[src/rtl/temp_input.sv]
// Digit-serial BCD set-point entry: ones, tens, hundreds, then enter to commit.
// The enter pushbutton is synchronized and edge-detected; digits come from a registered copy of value.
module temp_input #(
  parameter int unsigned SYNC_STAGES = 2
) (
  input  logic       clk,
  input  logic       rst,
  input  logic       enter,
  input  logic [3:0] value,
  output logic [1:0] input_state,
  output logic [3:0] current_value,
  output logic [3:0] temp_value_ones,
  output logic [3:0] temp_value_tens,
  output logic [3:0] temp_value_huns,
  output logic [3:0] temp_value_ones_old,
  output logic [3:0] temp_value_tens_old,
  output logic [3:0] temp_value_huns_old
);

  localparam int unsigned DIGIT_W   = 4;
  localparam int unsigned SYNC_W    = (SYNC_STAGES < 2) ? 2 : SYNC_STAGES;
  localparam logic [DIGIT_W-1:0] MAX_DIGIT = DIGIT_W'(9);

  typedef enum logic [1:0] {
    ONES = 2'd0,
    TENS = 2'd1,
    HUNS = 2'd2,
    DONE = 2'd3
  } state_t;

  state_t               r_state;
  state_t               w_state_nxt;
  logic [SYNC_W-1:0]    r_sync;
  logic                 r_hist;
  logic [DIGIT_W-1:0]   r_cur;
  logic [DIGIT_W-1:0]   r_ones;
  logic [DIGIT_W-1:0]   r_tens;
  logic [DIGIT_W-1:0]   r_huns;
  logic [DIGIT_W-1:0]   r_ones_old;
  logic [DIGIT_W-1:0]   r_tens_old;
  logic [DIGIT_W-1:0]   r_huns_old;
  logic [DIGIT_W-1:0]   w_ones_nxt;
  logic [DIGIT_W-1:0]   w_tens_nxt;
  logic [DIGIT_W-1:0]   w_huns_nxt;
  logic [DIGIT_W-1:0]   w_ones_old_nxt;
  logic [DIGIT_W-1:0]   w_tens_old_nxt;
  logic [DIGIT_W-1:0]   w_huns_old_nxt;
  logic                 w_evt;
  logic                 w_valid;

  // Enter synchronizer, history flop and registered digit sample
  always_ff @(posedge clk or negedge rst) begin
    if (!rst) begin
      r_sync <= '0;
      r_hist <= 1'b0;
      r_cur  <= '0;
    end else begin
      r_sync <= {r_sync[SYNC_W-2:0], enter};
      r_hist <= r_sync[SYNC_W-1];
      r_cur  <= value;
    end
  end

  // One event per press: synchronized level high while history still low
  assign w_evt   = r_sync[SYNC_W-1] & ~r_hist;
  assign w_valid = (r_cur <= MAX_DIGIT);

  // State and digit registers
  always_ff @(posedge clk or negedge rst) begin
    if (!rst) begin
      r_state    <= ONES;
      r_ones     <= '0;
      r_tens     <= '0;
      r_huns     <= '0;
      r_ones_old <= '0;
      r_tens_old <= '0;
      r_huns_old <= '0;
    end else begin
      r_state    <= w_state_nxt;
      r_ones     <= w_ones_nxt;
      r_tens     <= w_tens_nxt;
      r_huns     <= w_huns_nxt;
      r_ones_old <= w_ones_old_nxt;
      r_tens_old <= w_tens_old_nxt;
      r_huns_old <= w_huns_old_nxt;
    end
  end

  // Next-state and datapath update on each enter event
  always_comb begin
    w_state_nxt    = r_state;
    w_ones_nxt     = r_ones;
    w_tens_nxt     = r_tens;
    w_huns_nxt     = r_huns;
    w_ones_old_nxt = r_ones_old;
    w_tens_old_nxt = r_tens_old;
    w_huns_old_nxt = r_huns_old;
    case (r_state)
      ONES: begin
        if (w_evt && w_valid) begin
          w_ones_nxt  = r_cur;
          w_state_nxt = TENS;
        end
      end
      TENS: begin
        if (w_evt && w_valid) begin
          w_tens_nxt  = r_cur;
          w_state_nxt = HUNS;
        end
      end
      HUNS: begin
        if (w_evt && w_valid) begin
          w_huns_nxt  = r_cur;
          w_state_nxt = DONE;
        end
      end
      DONE: begin
        // Commit ignores the digit on the switches
        if (w_evt) begin
          w_ones_old_nxt = r_ones;
          w_tens_old_nxt = r_tens;
          w_huns_old_nxt = r_huns;
          w_ones_nxt     = '0;
          w_tens_nxt     = '0;
          w_huns_nxt     = '0;
          w_state_nxt    = ONES;
        end
      end
      default: w_state_nxt = ONES;
    endcase
  end

  assign input_state         = r_state;
  assign current_value       = r_cur;
  assign temp_value_ones     = r_ones;
  assign temp_value_tens     = r_tens;
  assign temp_value_huns     = r_huns;
  assign temp_value_ones_old = r_ones_old;
  assign temp_value_tens_old = r_tens_old;
  assign temp_value_huns_old = r_huns_old;

endmodule

[config.mk]
export PLATFORM = sky130hd
export DESIGN_NAME = temp_input
export DESIGN_NICKNAME = d
export VERILOG_FILES = /design/src/rtl/temp_input.sv
export SDC_FILE = /design/constraint.sdc
export NUM_CORES = 1
export LEC_CHECK = 0
export CAP_MARGIN = 0
export CORE_MARGIN = 5
export CORE_UTILIZATION = 30
export CTS_BUF_LIST = sky130_fd_sc_hd__clkbuf_8
export CTS_CLUSTER_DIAMETER = 100
export DETAILED_ROUTE_END_ITERATION = 12
export PLACE_DENSITY = 0.62
export RECOVER_POWER = 25
export SYNTH_ARGS = -nofsm -noshare
export SYNTH_HDL_FRONTEND = slang
export SYNTH_SLANG_ARGS = --single-unit
[constraint.sdc]
create_clock -name clk -period 1.94 [get_ports clk]
set_clock_uncertainty 0.2 [all_clocks]
set_input_delay 0.388 -clock clk [delete_from_list [all_inputs] [get_ports clk]]
set_output_delay 0.388 -clock clk [all_outputs]
set_load 0.01 [all_outputs]
==> metrics.md <==
| Metric | Value |
|---|---|
| Core Region | 0.00444 sq mm |
| Unrepaired setup endpoints after global routing | no |
| Clock-pin slew on the worst setup and hold paths | 0.06 ns |
| Total Power | 2950 uW |
| Sw frac | 32.7% |
| Final hold viol count | 0 |
| Synth warn | 0 |
| Cell area after placement | 0.00183 sq mm |
| Synth Instances | 113 |
| P&R area growth vs syn | 38.2% |
| Design Area, Final | 0.00194 sq mm |
| RePlAce Congestion | 0.744 |
| Async SR Flop Fraction | 100% |
| # IOs | 37 |
| Final Instance Count excl. Fillers | 209 |
| Avg Inst Size Synth | 12.4 sq um |
| Unique masters post-synth | 24 |
| Synth area leader | dfrtp_1 |
| Number of synthesized register bits | 33 |
| PortBufs | 36 |
| Slew @ Worst Pin | 0.809 ns |
| P per Cell Area | 1520 mW/mm^2 |
| Num rows | 24 |
| Pint | 1980 uW |
| Critical path class | register to output port |
| Post-DR vias/cell | 4.97 |
| DRC violation count after routing | 0 |
| Post-synthesis sequential area ratio | 59.0% |
| Global route overflow | 0 |
| Vias post-DR | 1039 |
| Final count of pins violating max slew | 0 |
| Initial cell density of the core | 31.5% |
| Crit end category | output port |
| Diode count | 0 |
| Hold Path Class | register to register |
| Syn Std Cell Area | 0.00140 sq mm |
| Die W | 78.3 microns |
| CTS tree | built |
| Drt wl/cell | 15.0 microns |
| Full die area | 0.00613 sq mm |
| Worst path slowest cell | clkdlybuf4s50_1 |
| Final wirelength | 3130 microns |
| Hold depth | 0 |
| Flop pwr share | 38.5% |
| Clk_lat worst skew | 0.28 ns |
| Final period utilization | 96.9% |
| Commonest cells in the netlist | dfrtp_1 (33), nand2_1 (16), mux2_2 (13) |
| Synth top area share | 59.0% |
| Drt initial violations | 88 |
| Placed Cells incl. Taps | 201 |
| Top-count cell post-synth | dfrtp_1 |
| Antenna Nets Post-Route | 0 |
| H-tree depth | 2 |
| Filler cell count | 414 |
| Critical path depth | 1 |
| Clk buf depth | 2 |
| Buf/Inv on CP | 1 |
| Dpl ws | 0.141 ns |
| Synthesized Nets | 124 |
| Final setup fails | 0 |
| Setup TNS | 0 ns |
| CP Cell Sequence | clkdlybuf4s50_1 |
| DPL Wire Length | 2350 microns |
| Startpoint Class | register |
| MaxCap Viol Count | 0 |
| Crit path DAT | 1.29 ns |
| Largest net degree at the start of global routing | 34 |
| First-pass GRT wire length | 5490 microns |
| R2R cell count | 5 |
| Initial antenna violation count | 0 |
| CP top delay family | buffers and inverters |
| Synth area leaders | dfrtp_1 (59%), mux2_2 (10%), nand2_1 (4.3%) |
| Pre-antenna DRT Iters | 4 |
| Clk sink count | 33 |
| Combinational Power Share | 42.7% |
| Post-layout min period | 1.88 ns |
| Layout cells sized above 1 | 21.0% |
| F_max | 532 MHz |
| Switching power | 963 uW |
| Clock share of power | 18.9% |
| Main synth FF type | dfrtp_1 |
| Pleak | 0.000840 uW |
| Maximum vdd drop | 0.000417 V |
| Slew headroom | 46.1% |
| R2r setup slk | 0.15 ns |
| CP Data Required Time | 1.35 ns |
| Setup WS post-layout | 0.0607 ns |
| All-layer global routing usage | 11.8% |
| Die height | 78.3 microns |
| Vias in the first global route | 1089 |
| Maximum fanout along the worst path | 5 |
| Number of flops mapped to enable cells by yosys | 0 |
| Status | complete, no violations |
| CTS Buf Count | 5 |
| Final nets | 167 |
| CTS root buf | clkbuf_8 |
| Crit-path max cell delay | 0.57 ns |
## area by class of cell
type / instances / area, sq um / share of cell area, %
well taps: 52 / 65.1 / 3.36
clock inverters: 1 / 5.00 / 0.259
inverters: 2 / 7.51 / 0.388
repair buffers: 40 / 388 / 20.0
clock buffers: 7 / 96.3 / 4.98
multi-input cells: 74 / 543 / 28.1
flip-flops and latches: 33 / 831 / 42.9
## power by group through the flow
| stage | Clock [uW] | Sequential, uW | Combinational [uW] |
|---|---|---|---|
| after global placement | 0 | 1120 | 1240 |
| final | 556 | 1130 | 1260 |
| after global routing | 617 | 1180 | 1390 |
| after floorplan | 0 | 1220 | 519 |
| after detailed placement | 0 | 1150 | 1270 |
| after CTS | 576 | 1140 | 1280 |
## path summary, 6_finish.rpt
| check | start | endpoint |
|---|---|---|
| max | current_value[2] | current_value[2] |
| min | r_sync[0] | r_sync[1] |
| max reg2reg | input_state[0] | temp_value_ones[1] |
| min reg2reg | r_sync[0] | r_sync[1] |
| max in group asynchronous | rst | current_value[1] |
| min in group asynchronous | rst | temp_value_tens[1] |
## cell usage in the layout, fill, tap and decap left out
cell / n
o21a_1: 1
and2b_1: 1
nor2b_1: 3
o21a_4: 1
a22o_1: 4
ha_1: 3
buf_4: 3
inv_1: 2
dfrtp_1: 29
a32oi_1: 2
a31oi_1: 2
clkinv_2: 1
clkdlybuf4s50_1: 30
dfrtp_2: 4
nand2_1: 16
nand4b_1: 5
o21ai_0: 4
ha_2: 1
clkbuf_8: 7
a21o_1: 3
a21oi_1: 2
nor2_1: 4
nor4b_1: 1
clkbuf_2: 1
dlygate4sd3_1: 6
nand3_1: 6
mux2_2: 13
nor2_2: 1
nand2b_4: 1
## per-layer routing
metal | global-route usage (%) | wire length (microns) | up-vias
li1 | - | - | 485
met1 | 13.3 | 1320 | 511
met2 | 19.2 | 1520 | 36
met3 | 4.23 | 204 | 7
met4 | 6.82 | 88 | 0
met5 | 0 | 0 | -
## state kept, by name, indices dropped and copies added, names as in the netlist
| name | flops |
|---|---|
| r_hist | 1 |
| temp_value_huns | 4 |
| temp_value_ones_old | 4 |
| temp_value_tens_old | 4 |
| temp_value_tens | 4 |
| temp_value_huns_old | 4 |
| input_state | 2 |
| current_value | 4 |
| r_sync | 2 |
| temp_value_ones | 4 |
## stage by stage
| stage | hold WS [ns] | utilization, % |
|---|---|---|
| final | 0.150 | 43.6 |
| after global routing | 0.171 | 43.6 |
| after CTS | 0.151 | 43.5 |
| after detailed placement | 0.136 | 41.2 |
| after global placement | 0.135 | 41.2 |
| after floorplan | -0.108 | - |
## kinds of logic after synthesis
| kind of cell | Yosys count | synth area share (%) |
|---|---|---|
| AOI/OAI and AO/OA | 19 | 10.0 |
| buffers and inverters | 6 | 2.41 |
| and+or+nand+nor | 38 | 14.6 |
| adders and majority gates | 4 | 3.57 |
| muxes | 13 | 10.5 |
| DFF | 33 | 59.0 |
## timing repair
item / CTS / global route
gates resized for setup: 3 / 2
setup endpoints to repair: 3 / 2
hold buffers: 0 / 0
buffers inserted: 0 / 0
No activity file was read; power rests on OpenSTA's default activity.
